==> src/rtl/adc_serial_responder.sv <==
// Device end of the serial ADC link: serves a held sample or an internal ramp on adc_sd.
// adc_sd follows pin-level adc_clk/adc_cs falls by 3 clk; sample_ready drops while a sample is held unsent.
module adc_serial_responder #(
    parameter int SAMPLE_WIDTH = 12,
    parameter int LEAD_ZEROS   = 4,
    parameter int RAMP_STEP    = 1
) (
    input  logic                    clk,
    input  logic                    reset,
    input  logic                    adc_clk,
    input  logic                    adc_cs,
    output logic                    adc_sd,
    output logic                    adc_sd_oe,
    input  logic                    pattern_mode,
    input  logic [SAMPLE_WIDTH-1:0] sample_in,
    input  logic                    sample_valid,
    output logic                    sample_ready,
    output logic                    frame_done,
    output logic                    frame_abort,
    output logic                    underrun
);
    localparam int FRAME_LEN = LEAD_ZEROS + SAMPLE_WIDTH;
    localparam int CNT_W     = $clog2(FRAME_LEN + 1);
    localparam logic [CNT_W-1:0] LAST_CNT = CNT_W'(FRAME_LEN);

    typedef enum logic [1:0] {ST_IDLE, ST_SHIFT, ST_DONE} state_t;

    state_t                  r_state;
    state_t                  w_state_nxt;
    logic [1:0]              r_clk_sync;
    logic [1:0]              r_cs_sync;
    logic                    r_clk_prev;
    logic                    r_cs_prev;
    logic [FRAME_LEN-2:0]    r_shift;
    logic [CNT_W-1:0]        r_cnt;
    logic                    r_sd;
    logic                    r_oe;
    logic                    r_done;
    logic                    r_abort;
    logic                    r_underrun;
    logic [SAMPLE_WIDTH-1:0] r_hold;
    logic                    r_fresh;
    logic [SAMPLE_WIDTH-1:0] r_ramp;

    logic                    w_clk_fall;
    logic                    w_cs_fall;
    logic                    w_cs_rise;
    logic                    w_start;
    logic                    w_shift;
    logic                    w_end;
    logic                    w_abort;
    logic                    w_xfer;
    logic [SAMPLE_WIDTH-1:0] w_word;
    logic [FRAME_LEN-1:0]    w_frame;

    // Both link inputs idle high, so the synchronizers reset to 1 to avoid a false edge.
    always_ff @(posedge clk or posedge reset) begin
        if (reset) begin
            r_clk_sync <= 2'b11;
            r_cs_sync  <= 2'b11;
            r_clk_prev <= 1'b1;
            r_cs_prev  <= 1'b1;
        end else begin
            r_clk_sync <= {r_clk_sync[0], adc_clk};
            r_cs_sync  <= {r_cs_sync[0], adc_cs};
            r_clk_prev <= r_clk_sync[1];
            r_cs_prev  <= r_cs_sync[1];
        end
    end

    assign w_clk_fall = r_clk_prev & ~r_clk_sync[1] & ~r_cs_sync[1];
    assign w_cs_fall  = r_cs_prev & ~r_cs_sync[1];
    assign w_cs_rise  = ~r_cs_prev & r_cs_sync[1];

    always_ff @(posedge clk or posedge reset) begin
        if (reset) begin
            r_state <= ST_IDLE;
        end else begin
            r_state <= w_state_nxt;
        end
    end

    always_comb begin
        w_state_nxt = r_state;
        case (r_state)
            ST_IDLE:  if (w_cs_fall) w_state_nxt = ST_SHIFT;
            ST_SHIFT: begin
                if (w_cs_rise) begin
                    w_state_nxt = ST_IDLE;
                end else if (w_clk_fall && (r_cnt == LAST_CNT)) begin
                    w_state_nxt = ST_DONE;
                end
            end
            ST_DONE:  if (w_cs_rise) w_state_nxt = ST_IDLE;
            default:  w_state_nxt = ST_IDLE;
        endcase
    end

    // cs edges take priority over a clk fall landing in the same cycle.
    always_comb begin
        w_start = 1'b0;
        w_shift = 1'b0;
        w_end   = 1'b0;
        w_abort = 1'b0;
        case (r_state)
            ST_IDLE:  w_start = w_cs_fall;
            ST_SHIFT: begin
                if (w_cs_rise) begin
                    w_abort = 1'b1;
                end else if (w_clk_fall) begin
                    if (r_cnt == LAST_CNT) begin
                        w_end = 1'b1;
                    end else begin
                        w_shift = 1'b1;
                    end
                end
            end
            default: ;
        endcase
    end

    assign w_xfer  = sample_valid & ~r_fresh;
    assign w_word  = pattern_mode ? r_ramp : r_hold;
    assign w_frame = {{LEAD_ZEROS{1'b0}}, w_word};

    always_ff @(posedge clk or posedge reset) begin
        if (reset) begin
            r_shift    <= '0;
            r_cnt      <= '0;
            r_sd       <= 1'b0;
            r_oe       <= 1'b0;
            r_done     <= 1'b0;
            r_abort    <= 1'b0;
            r_underrun <= 1'b0;
            r_ramp     <= '0;
        end else begin
            r_done  <= w_end;
            r_abort <= w_abort;
            if (w_start) begin
                r_shift <= w_frame[FRAME_LEN-2:0];
                r_sd    <= w_frame[FRAME_LEN-1];
                r_oe    <= 1'b1;
                r_cnt   <= CNT_W'(1);
                if (!pattern_mode && !r_fresh) begin
                    r_underrun <= 1'b1;
                end
            end else if (w_shift) begin
                r_sd    <= r_shift[FRAME_LEN-2];
                r_shift <= {r_shift[FRAME_LEN-3:0], 1'b0};
                r_cnt   <= r_cnt + CNT_W'(1);
            end else if (w_end || w_abort) begin
                r_sd  <= 1'b0;
                r_oe  <= 1'b0;
                r_cnt <= '0;
            end
            if (w_end && pattern_mode) begin
                r_ramp <= r_ramp + SAMPLE_WIDTH'(RAMP_STEP);
            end
        end
    end

    // A load coinciding with frame start lands after the old word was taken, so it stays fresh.
    always_ff @(posedge clk or posedge reset) begin
        if (reset) begin
            r_hold  <= '0;
            r_fresh <= 1'b0;
        end else begin
            if (w_xfer) begin
                r_hold <= sample_in;
            end
            if (w_xfer) begin
                r_fresh <= 1'b1;
            end else if (w_start && !pattern_mode) begin
                r_fresh <= 1'b0;
            end
        end
    end

    assign adc_sd       = r_sd;
    assign adc_sd_oe    = r_oe;
    assign sample_ready = ~r_fresh;
    assign frame_done   = r_done;
    assign frame_abort  = r_abort;
    assign underrun     = r_underrun;

endmodule

==> config.mk <==
export PLATFORM = sky130hd
export DESIGN_NAME = adc_serial_responder
export DESIGN_NICKNAME = d
export VERILOG_FILES = /design/src/rtl/adc_serial_responder.sv
export SDC_FILE = /design/constraint.sdc
export NUM_CORES = 1
export LEC_CHECK = 0
export BUFFER_PORTS_ARGS = -buffer_cell sky130_fd_sc_hd__buf_4
export CAP_MARGIN = 20
export CORE_UTILIZATION = 55
export CTS_BUF_LIST = sky130_fd_sc_hd__clkbuf_4
export DETAILED_ROUTE_END_ITERATION = 6
export HOLD_SLACK_MARGIN = 0.15
export PLACE_DENSITY = 0.76
export SLEW_MARGIN = 20
export SYNTH_ARGS = -nofsm -noshare
export SYNTH_HDL_FRONTEND = slang
export SYNTH_SLANG_ARGS = --single-unit
==> constraint.sdc <==
create_clock -name clk -period 1.55 [get_ports clk]
set_input_delay 0.2325 -clock clk [delete_from_list [all_inputs] [get_ports clk]]
set_output_delay 0.2325 -clock clk [all_outputs]
set_load 0.03 [all_outputs]
== Word-level counts from Yosys, hierarchy flattened ==
Index checks and enable logic that the tools add are counted.
Operators by class
  equality and inequality tests: 7
  add/subtract/negate cells: 2
  reduce and logical (&&, ||, !) cells: 15
  bitwise gates (word level): 9
  multiplexer cells: 29
Operators by type and width (count)
  $mux 15: 2
  $mux 1: 18
  $mux 5: 3
  $add 12x1->12 const B: 1
  $mux 12: 1
  $mux 2: 4
  $ne 2x2->1 const B: 3
  $pmux 2 s3: 1
  $reduce_bool 2->1: 3
  $add 5x1->5 const B: 1
  $and 1x1->1: 5
  $eq 5x5->1 const B: 1
  $logic_and 1x1->1: 4
  $not 1->1: 4
  $reduce_and 2->1: 2
  $ne 3x3->1 const B: 1
  $reduce_and 3->1: 1
  $reduce_bool 3->1: 1
  $eq 2x1->1 const B: 1
  $eq 2x2->1 const B: 1
  $logic_not 1->1: 2
  $logic_not 2->1: 1
  $logic_or 1x1->1: 1
Word-level totals
  output and inout port bits: 6
  flip-flop bits (word level): 58
  word-level logic and storage cells: 77

== Logic depth before layout (Yosys ltp) ==
Gate-level depths: netlist (run 1).
  depth in word-level cells: 10
  gate-level depth with buffers: 7

== Least setup slack after synthesis (run 1) ==
OpenSTA, ideal clock, no wires.
  path kind: register -> register
  start point: register r_cnt[0]
  end point: register r_ramp[10]
  path slack: -0.051 ns
  period minus slack after synthesis: 1.601 ns
  cell stages (with the launch flop): 7
  arrival: 1.522 ns
  buffers on the path: 0
  path through: dfrtp_1 > inv_1 > ha_1 > and4bb_2 > nand3_2 > nor4_1 > xor2_1
Between the ends
  longest elaborated chain between the ends: 6
RTL lines
  start, declared: line 35  | logic [CNT_W-1:0] r_cnt;
  start signal, assigned: line 150  | r_cnt <= r_cnt + CNT_W'(1);
  $eq 5x5->1: line 111  | if (r_cnt == LAST_CNT) begin
  $mux 1: line 111
  $mux 1: line 110  | end else if (w_clk_fall) begin
  $mux 1: line 108  | if (w_cs_rise) begin
  $mux 1: line 105  | case (r_state)
  $logic_and 1x1->1: line 156  | if (w_end && pattern_mode) begin
  end signal, assigned: line 157  | r_ramp <= r_ramp + SAMPLE_WIDTH'(RAMP_STEP);
  end, declared: line 43  | logic [SAMPLE_WIDTH-1:0] r_ramp;
Every way passes these cells.
A chain may end at the register's enable or synchronous reset.

== Worst setup path after layout (run 1) ==
  start point: register r_cnt[0]
  end point: register r_shift[7]
Between the ends
  longest elaborated chain between the ends: 6
RTL lines
  $eq 5x5->1: line 111
  $mux 1: line 111
  $mux 1: line 110
  $mux 1: line 108
  $mux 1: line 105
  $reduce_bool 2->1 (no source line)
  end signal, assigned: line 140  | r_shift <= w_frame[FRAME_LEN-2:0];
  end signal, assigned: line 149  | r_shift <= {r_shift[FRAME_LEN-3:0], 1'b0};
  end, declared: line 34  | logic [FRAME_LEN-2:0] r_shift;
Every way passes these cells.

==> results.txt, run 1 <==
Commonest non-fill, non-tap cells in the layout - 50 x dfrtp_1, 42 x buf_4, 16 x nand2_1
IO Port Bufs - 23
Synthesized instance count - 214
Top Family by Delay on Critical Path - simple AND/OR/NAND/NOR gates
Synthesized Nets - 235
Sequential Power Share - 48.1%
Hold Violations, Final - 0
Mapped Area - 2570 um^2
Largest buffer count on any clock path - 2
Yosys reg bits - 58
Share of cells above drive strength 1 - 37.4%
DRC errors left - 0
CTS sink cnt - 58
H-tree depth - 3
Tmin final - 1630 ps
Worst setup SP type - register
Clock share of power - 31.8%
Worst Hold Class - in2reg
Ant diodes - 0
Post-route setup slack - -76.5 ps
RSZ-0062 raised after global routing - true
Finish-stage setup viols - 22
Switching share of power - 26.5%
Logic pwr share - 20.1%
Slowest CP cell - dfrtp_1
Fmax - 615 MHz
1st-pass router iterations - 4
Kind of critical path - reg2reg
Area of the die - 4960 um^2
1st-iter DRT viols - 106
Pwr/cell area - 1230 nW/um^2
Most area-consuming cells after synthesis - dfrtp_1 51%, dfstp_2 6.1%, mux2_2 5.7%
Worst slew pin tran - 508 ps
Final Slew Violations - 0
Largest net degree at the start of global routing - 26
CTS tree - built
Placed Area - 2960 um^2
Crit path max fanout - 24
Post-DR vias/cell - 5.69
Max_cap viols - 0
Total CTS buffers - 9
CTS clk-pin slew, worst paths - 100 ps
Layout Nets - 302
Power Internal - 3.13 mW
Core area - 4410 um^2
First-pass GRT wire length - 9430 um
Critical-path cell list - inv_2, ha_4, and4bb_4, nor3_4, buf_12, a221o_1
Die H - 70.4 um
Aggregate global-route resource usage - 25.5%
DP HPWL - 3400 um
Crit. End Element - register
Total wire length - 5690 um
Distinct cells, synth - 43
CP max stage delay - 400 ps
Outcome - finished, violations left
Arrival time of the worst setup path - 1930 ps
Layout fillers - 277
Sequential area share after synthesis - 56.7%
RePlAce Congestion - 0.793
Post-synth top area cell - dfrtp_1
Final period util - 105%
Die W - 70.4 um
Leakage power - 1.66 nW
Ys Warns - 0
Final instance area - 3460 um^2
Clk_skew - 14.1 ps
Drt wl/cell - 16.8 um
Slew headroom - 66.0%
Routed via count - 1,922
Clk Latency, worst-skew pair - 410 ps
Failing checks - setup timing
Leading cell type in the layout, fill and taps excluded - dfrtp_1
Critical path buffers and inverters - 2
Detail Route Antenna Nets - 0
Root Buffer - clkbuf_4
Gr ovfl total - 0
Post-synthesis to final-layout area growth - 34.3%
Top Ports - 24
Critical Path RT - 1850 ps
Initial Util - 58.3%
Layout Utilization - 78.3%
Avg Cell Area, Syn - 12.0 um^2
Max VDD drop - 1110 uV
Antenna violations before repair - 0
Share of the synthesized area in the top cell type - 50.5%
Vias in the first global route - 1,974
NetSw - 1.13 mW
FP Rows - 24
[cell families after synthesis]
kind of cell	count (synthesis)	share of synthesized area, %
AO/OA/AOI/OAI	31	9.04
XOR/XNOR	13	4.42
adder cells (fa/ha/maj)	3	1.46
buffers and inverters	17	3.35
flip-flops	58	56.7
multiplexers	24	9.96
AND/OR/NAND/NOR	68	15.1
[sequential cells by signal, indices dropped and copies added, names as in the netlist]
| name | cells |
|---|---|
| r_clk_sync | 2 |
| underrun | 1 |
| r_shift | 15 |
| r_hold | 12 |
| r_fresh | 1 |
| frame_abort | 1 |
| r_ramp | 12 |
| r_cs_sync | 2 |
| frame_done | 1 |
| r_cs_prev | 1 |
| r_state | 2 |
| adc_sd | 1 |
| adc_sd_oe | 1 |
| r_cnt | 5 |
| r_clk_prev | 1 |
[power groups by stage]
stage / registers, mW / clock network (mW) / logic [mW]
2_1_floorplan: 2.01 / 0 / 0.551
3_3_place_gp: 2.05 / 0 / 0.746
3_5_place_dp: 2.06 / 0 / 0.784
4_1_cts: 2.04 / 1.37 / 0.818
5_1_grt: 2.08 / 1.44 / 0.938
6_report: 2.05 / 1.35 / 0.856
[cell type report]
cell class,instances,area (um^2),share of cell area (%)
Clock buffer,9,67.6,1.95
Clock inverter,7,108,3.11
Inverter,9,37.5,1.09
Multi-Input combinational cell,140,1160,33.5
Sequential cell,58,1460,42.3
Tap cell,52,65.1,1.88
Timing Repair Buffer,63,559,16.2
[routing by layer]
layer,vias to the layer above,GRT usage [%],share of wire (%)
met5,-,0,0
met4,0,10.2,1.8
met2,45,41.3,50
met1,971,31.0,44
li1,896,-,-
met3,10,8.80,3.9
[Yosys cell counts, drive strengths merged]
| master | count |
|---|---|
| buf | 5 |
| a2111o | 1 |
| a21oi | 4 |
| nand2b | 5 |
| nand3b | 1 |
| clkbuf | 3 |
| a221o | 10 |
| o31ai | 1 |
| nor3b | 1 |
| nand2 | 16 |
| and2b | 1 |
| nor2b | 2 |
| and2 | 1 |
| nor3 | 6 |
| xnor2 | 3 |
| nor4 | 2 |
| o22ai | 1 |
| or2 | 1 |
| o221ai | 1 |
| ha | 3 |
| and3 | 1 |
| nor2 | 15 |
| xor2 | 10 |
| nand4 | 3 |
| a22o | 3 |
| mux2 | 13 |
| o21a | 1 |
| o21ai | 9 |
| mux2i | 11 |
| and4bb | 1 |
| nand3 | 9 |
| or3 | 1 |
| inv | 9 |
| dfstp | 6 |
| or3b | 2 |
| dfrtp | 52 |
[stage by stage]
step | TNS (ps) | hold WS [ps] | setup WS (ps) | total power, mW | cells
floorplan | -102 | 237 | -32.3 | 2.56 | 214
global placement | -416 | 289 | -73.2 | 2.80 | 300
detailed placement | -1090 | 293 | -131 | 2.85 | 300
CTS | -996 | 239 | -91.4 | 4.23 | 333
global route | -2850 | 257 | -143 | 4.46 | 338
finish | -828 | 263 | -76.5 | 4.26 | 338
[what timing repair did]
action / in CTS / in global routing
pin swaps: 16 / 9
hold buffers: 15 / 0
endpoints found under the hold margin: 34 / 0
setup buffers: 1 / 5
gates resized for setup: 13 / 13
cloned: 1 / 0
endpoints found under the setup margin: 24 / 34
[path summary, 6_finish.rpt]
kind                               start             to  slack (ps)  cells after the start
setup reg to reg                r_cnt[0]     r_shift[7]         -80                      6
hold reg to reg            r_clk_sync[0]  r_clk_sync[1]         360                      0
max in group asynchronous          reset     r_clk_prev         530                      4
hold / removal              pattern_mode       underrun         260                      2
min in group asynchronous          reset      r_ramp[5]         410                      3
setup / recovery                r_cnt[0]     r_shift[7]         -80                      6
Note: power is estimated with default switching activity, not from simulation.
==> run 2, diff against run 1 <==
--- a/config.mk
+++ b/config.mk
@@ -11,7 +11,7 @@
 export CTS_BUF_LIST = sky130_fd_sc_hd__clkbuf_4
 export DETAILED_ROUTE_END_ITERATION = 6
 export HOLD_SLACK_MARGIN = 0.15
-export PLACE_DENSITY = 0.76
+export PLACE_DENSITY = 0.78
 export SLEW_MARGIN = 20
 export SYNTH_ARGS = -nofsm -noshare
 export SYNTH_HDL_FRONTEND = slang
==> results.txt, run 2 (synthesis gave the netlist of run 1 again) <==
Outcome - finished, violations left
Failing checks - setup timing
Max_cap viols - 0
Leakage power - 1.67 nW
Max VDD drop - 836 uV
Hold Violations, Final - 0
Post-place setup slack - -145 ps
Clk Latency, worst-skew pair - 400 ps
Final Slew Violations - 0
Share of cells above drive strength 1 - 38.2%
Largest net degree at the start of global routing - 25
FP Rows - 24
Post-DR vias/cell - 5.84
Die H - 70.4 um
Layout Utilization - 77.6%
Clk_skew - 16.3 ps
Final period util - 106%
Placed Area - 2990 um^2
Antenna violations before repair - 0
Critical path buffers and inverters - 2
First-pass GRT wire length - 9230 um
H-tree depth - 3
Largest buffer count on any clock path - 2
Routed via count - 1,968
GR met3 Demand/Resource - 5.48%
DP HPWL - 3520 um
Total CTS buffers - 9
Worst hold slack - 278 ps
Ant diodes - 0
Overall Power - 3.79 mW
Die W - 70.4 um
Crit path max fanout - 6
Slowest CP cell - dfrtp_1
Biggest register - r_shift
DRC errors left - 0
CTS tree - built
1st-iter DRT viols - 120
Crit. End Element - register
Critical-path cell list - inv_2, ha_4, and4bb_4, buf_6, nand4_4, mux2_4
RSZ-0062 raised after global routing - true
Number of flip-flops in the largest register - 15
Gr ovfl total - 0
Aggregate global-route resource usage - 25.1%
CP max stage delay - 410 ps
Layout fillers - 258
Layout Nets - 302
GR Util met2 - 40.3%
Dpl cells - 301
Area of the die - 4960 um^2
1st-pass router iterations - 4
RePlAce Congestion - 0.783
Final instance area - 3420 um^2
IO Port Bufs - 23
Critical Path RT - 1830 ps
Root Buffer - clkbuf_4
Finish-stage setup viols - 24
Detail Route Antenna Nets - 0
Top Family by Delay on Critical Path - simple AND/OR/NAND/NOR gates
Post-route setup slack - -89.1 ps
Fin Setup TNS - -690 ps
Leading cell type in the layout, fill and taps excluded - dfrtp_1
Worst Hold Class - in2reg
Worst setup SP type - register
Commonest non-fill, non-tap cells in the layout - 50 x dfrtp_1, 41 x buf_4, 16 x nand2_1
Met1 Usage GRT - 30.6%
Arrival time of the worst setup path - 1910 ps
Worst slew pin tran - 457 ps
Tmin final - 1640 ps
Pwr/cell area - 1110 nW/um^2
CTS clk-pin slew, worst paths - 90 ps
CTS sink cnt - 58
Fmax - 610 MHz
Post-synthesis to final-layout area growth - 33.0%
Core area - 4410 um^2
Final std cells w/o fill - 337
Biggest regs - r_shift x15, r_hold x12, r_ramp x12
Slew headroom - 69.5%
Kind of critical path - reg2reg
Drt wl/cell - 17.5 um
Gr busiest metal - met2
Vias in the first global route - 1,978
Top Ports - 24
Initial Util - 58.3%
Total wire length - 5890 um
## run 2: path summary, 6_finish.rpt
kind	startpoint	end	slack, ps	cells after the start
min	pattern_mode	underrun	280	2
max in group asynchronous	reset	r_cs_sync[1]	630	4
min in group asynchronous	reset	r_ramp[4]	400	3
min reg2reg	r_cs_sync[0]	r_cs_sync[1]	360	0
max	r_cnt[1]	r_ramp[1]	-90	6
max reg2reg	r_cnt[1]	r_ramp[1]	-90	6
## run 2: power by group
part / switching (mW) / internal, mW
Combinational: 0.374 / 0.495
Sequential: 0.218 / 1.84
Clock: 0.539 / 0.321
## run 2: cell type report
type / count / area, um^2 / share of cell area, %
clock buffer: 10 / 75.1 / 2.19
clock inverter: 5 / 22.5 / 0.658
inverter: 9 / 37.5 / 1.10
multi-input combinational: 140 / 1180 / 34.5
sequential: 58 / 1460 / 42.7
tap: 52 / 65.1 / 1.90
timing repair buffer: 63 / 581 / 17.0
## run 2: routing by layer
layer	share of wire (%)	wire length [um]	vias to the layer above
li1	-	-	906
met4	2.5	145	0
met1	42	2490	1001
met3	2.9	173	13
met2	52	3090	48
met5	0	0	-
## run 2: repair_timing
item,4_1_cts,5_1_grt
hold buffers,15,0
resized for setup,14,16
gates cloned,0,1
endpoints found under the hold margin,32,0
endpoints found under the setup margin,28,32
pin swaps,4,17
setup buffers,1,4
==> run 3, diff against run 2 <==
--- a/config.mk
+++ b/config.mk
@@ -12,6 +12,7 @@
 export DETAILED_ROUTE_END_ITERATION = 6
 export HOLD_SLACK_MARGIN = 0.15
 export PLACE_DENSITY = 0.78
+export RECOVER_POWER = 50
 export SLEW_MARGIN = 20
 export SYNTH_ARGS = -nofsm -noshare
 export SYNTH_HDL_FRONTEND = slang
==> results.txt, run 3 (synthesis gave the netlist of run 1 again) <==
Pwr/cell area - 1110 nW/um^2
Post-DR vias/cell - 5.82
RePlAce Congestion - 0.783
Slew headroom - 47.5%
1st-iter DRT viols - 110
Die H - 70.4 um
Gr ovfl total - 0
Post-place setup slack - -145 ps
Layout Nets - 302
CTS sink cnt - 58
Vias in the first global route - 1,978
Failing checks - setup timing
1st-pass router iterations - 4
Area of the die - 4960 um^2
RSZ-0062 raised after global routing - true
Layout fillers - 263
Worst setup SP type - register
Root Buffer - clkbuf_4
Worst hold slack - 276 ps
CTS clk-pin slew, worst paths - 110 ps
Crit. End Element - register
CTS tree - built
Dpl cells - 301
Overall Power - 3.78 mW
Worst Hold Class - in2reg
Final Slew Violations - 0
Critical Path RT - 1830 ps
Initial Util - 58.3%
Routed via count - 1,960
Tmin final - 1640 ps
Total CTS buffers - 9
Finish-stage setup viols - 24
Ant diodes - 0
Top Ports - 24
DRC errors left - 0
Number of flip-flops in the largest register - 15
Fmax - 609 MHz
Crit path max fanout - 6
Post-synthesis to final-layout area growth - 31.8%
Aggregate global-route resource usage - 25.1%
Final period util - 106%
Detail Route Antenna Nets - 0
Post-route setup slack - -92.6 ps
Antenna violations before repair - 0
Core area - 4410 um^2
Leakage power - 1.65 nW
Max VDD drop - 834 uV
Fin Setup TNS - -743 ps
Total wire length - 5920 um
Clk Latency, worst-skew pair - 400 ps
Clk_skew - 20.1 ps
Die W - 70.4 um
Hold Violations, Final - 0
Drt wl/cell - 17.6 um
Leading cell type in the layout, fill and taps excluded - dfrtp_1
Share of cells above drive strength 1 - 37.9%
DP HPWL - 3520 um
Largest buffer count on any clock path - 2
Worst slew pin tran - 783 ps
Arrival time of the worst setup path - 1920 ps
First-pass GRT wire length - 9230 um
FP Rows - 24
Outcome - finished, violations left
Max_cap viols - 0
Commonest non-fill, non-tap cells in the layout - 50 x dfrtp_1, 38 x buf_4, 16 x nand2_1
Final std cells w/o fill - 337
Kind of critical path - reg2reg
Biggest regs - r_shift x15, r_hold x12, r_ramp x12
Largest net degree at the start of global routing - 25
Biggest register - r_shift
H-tree depth - 3
IO Port Bufs - 23
==> run 3: final timing paths <==
| check | start | end | slack (ps) | depth (start not counted) |
|---|---|---|---|---|
| max | r_cnt[0] | r_ramp[1] | -90 | 6 |
| min | pattern_mode | underrun | 280 | 2 |
| max reg2reg | r_cnt[0] | r_ramp[1] | -90 | 6 |
| min reg2reg | r_cs_sync[0] | r_cs_sync[1] | 360 | 0 |
| max in group asynchronous | reset | r_cs_sync[1] | 190 | 4 |
| min in group asynchronous | reset | r_ramp[4] | 470 | 3 |
==> run 3: metrics by stage <==
stage / area [um^2] / utilization [%]
detailed placement: 2990 / 67.7
floorplan: 2590 / -
CTS: 3310 / 75.1
finish: 3390 / 76.9
global route: 3390 / 76.9
global placement: 2990 / 67.7
==> run 3: where the power goes <==
group	internal, mW	leakage [nW]	switching, mW
clock	0.321	0.0609	0.540
combinational	0.487	0.868	0.372
sequential	1.84	0.725	0.220
total	2.65	1.65	1.13
==> run 3: layout make-up <==
type	count	area, um^2	share of cell area [%]
Multi-Input combinational cell	140	1180	34.8
Inverter	9	35.0	1.03
Sequential cell	58	1460	43.1
Timing Repair Buffer	63	553	16.3
Clock inverter	5	22.5	0.663
Tap cell	52	65.1	1.92
Clock buffer	10	75.1	2.21
==> run 3: worst max-delay path, stage by stage (launching register included) <==
cell and delay [ps]:
dfrtp_1 400, inv_2 80, ha_4 110, and4bb_4 310
buf_6 130, nand4_4 140, mux2_4 340
==> run 3: metal layers <==
metal  vias to the layer above  routed length (um)  GRT usage [%]
met5                         -                   0              0
met4                         0                 157           15.8
met3                        15                 156           5.48
met2                        47                3030           40.3
met1                       998                2580           30.6
li1                        900                   -              -
==> run 3: what timing repair did <==
| item | CTS | global route |
|---|---|---|
| setup endpoints to repair | 28 | 32 |
| setup buffers | 1 | 4 |
| cloned | 0 | 1 |
| pin swaps | 4 | 17 |
| resized for setup | 14 | 16 |
| hold buffers | 15 | 0 |
| hold endpoints to repair | 32 | 0 |
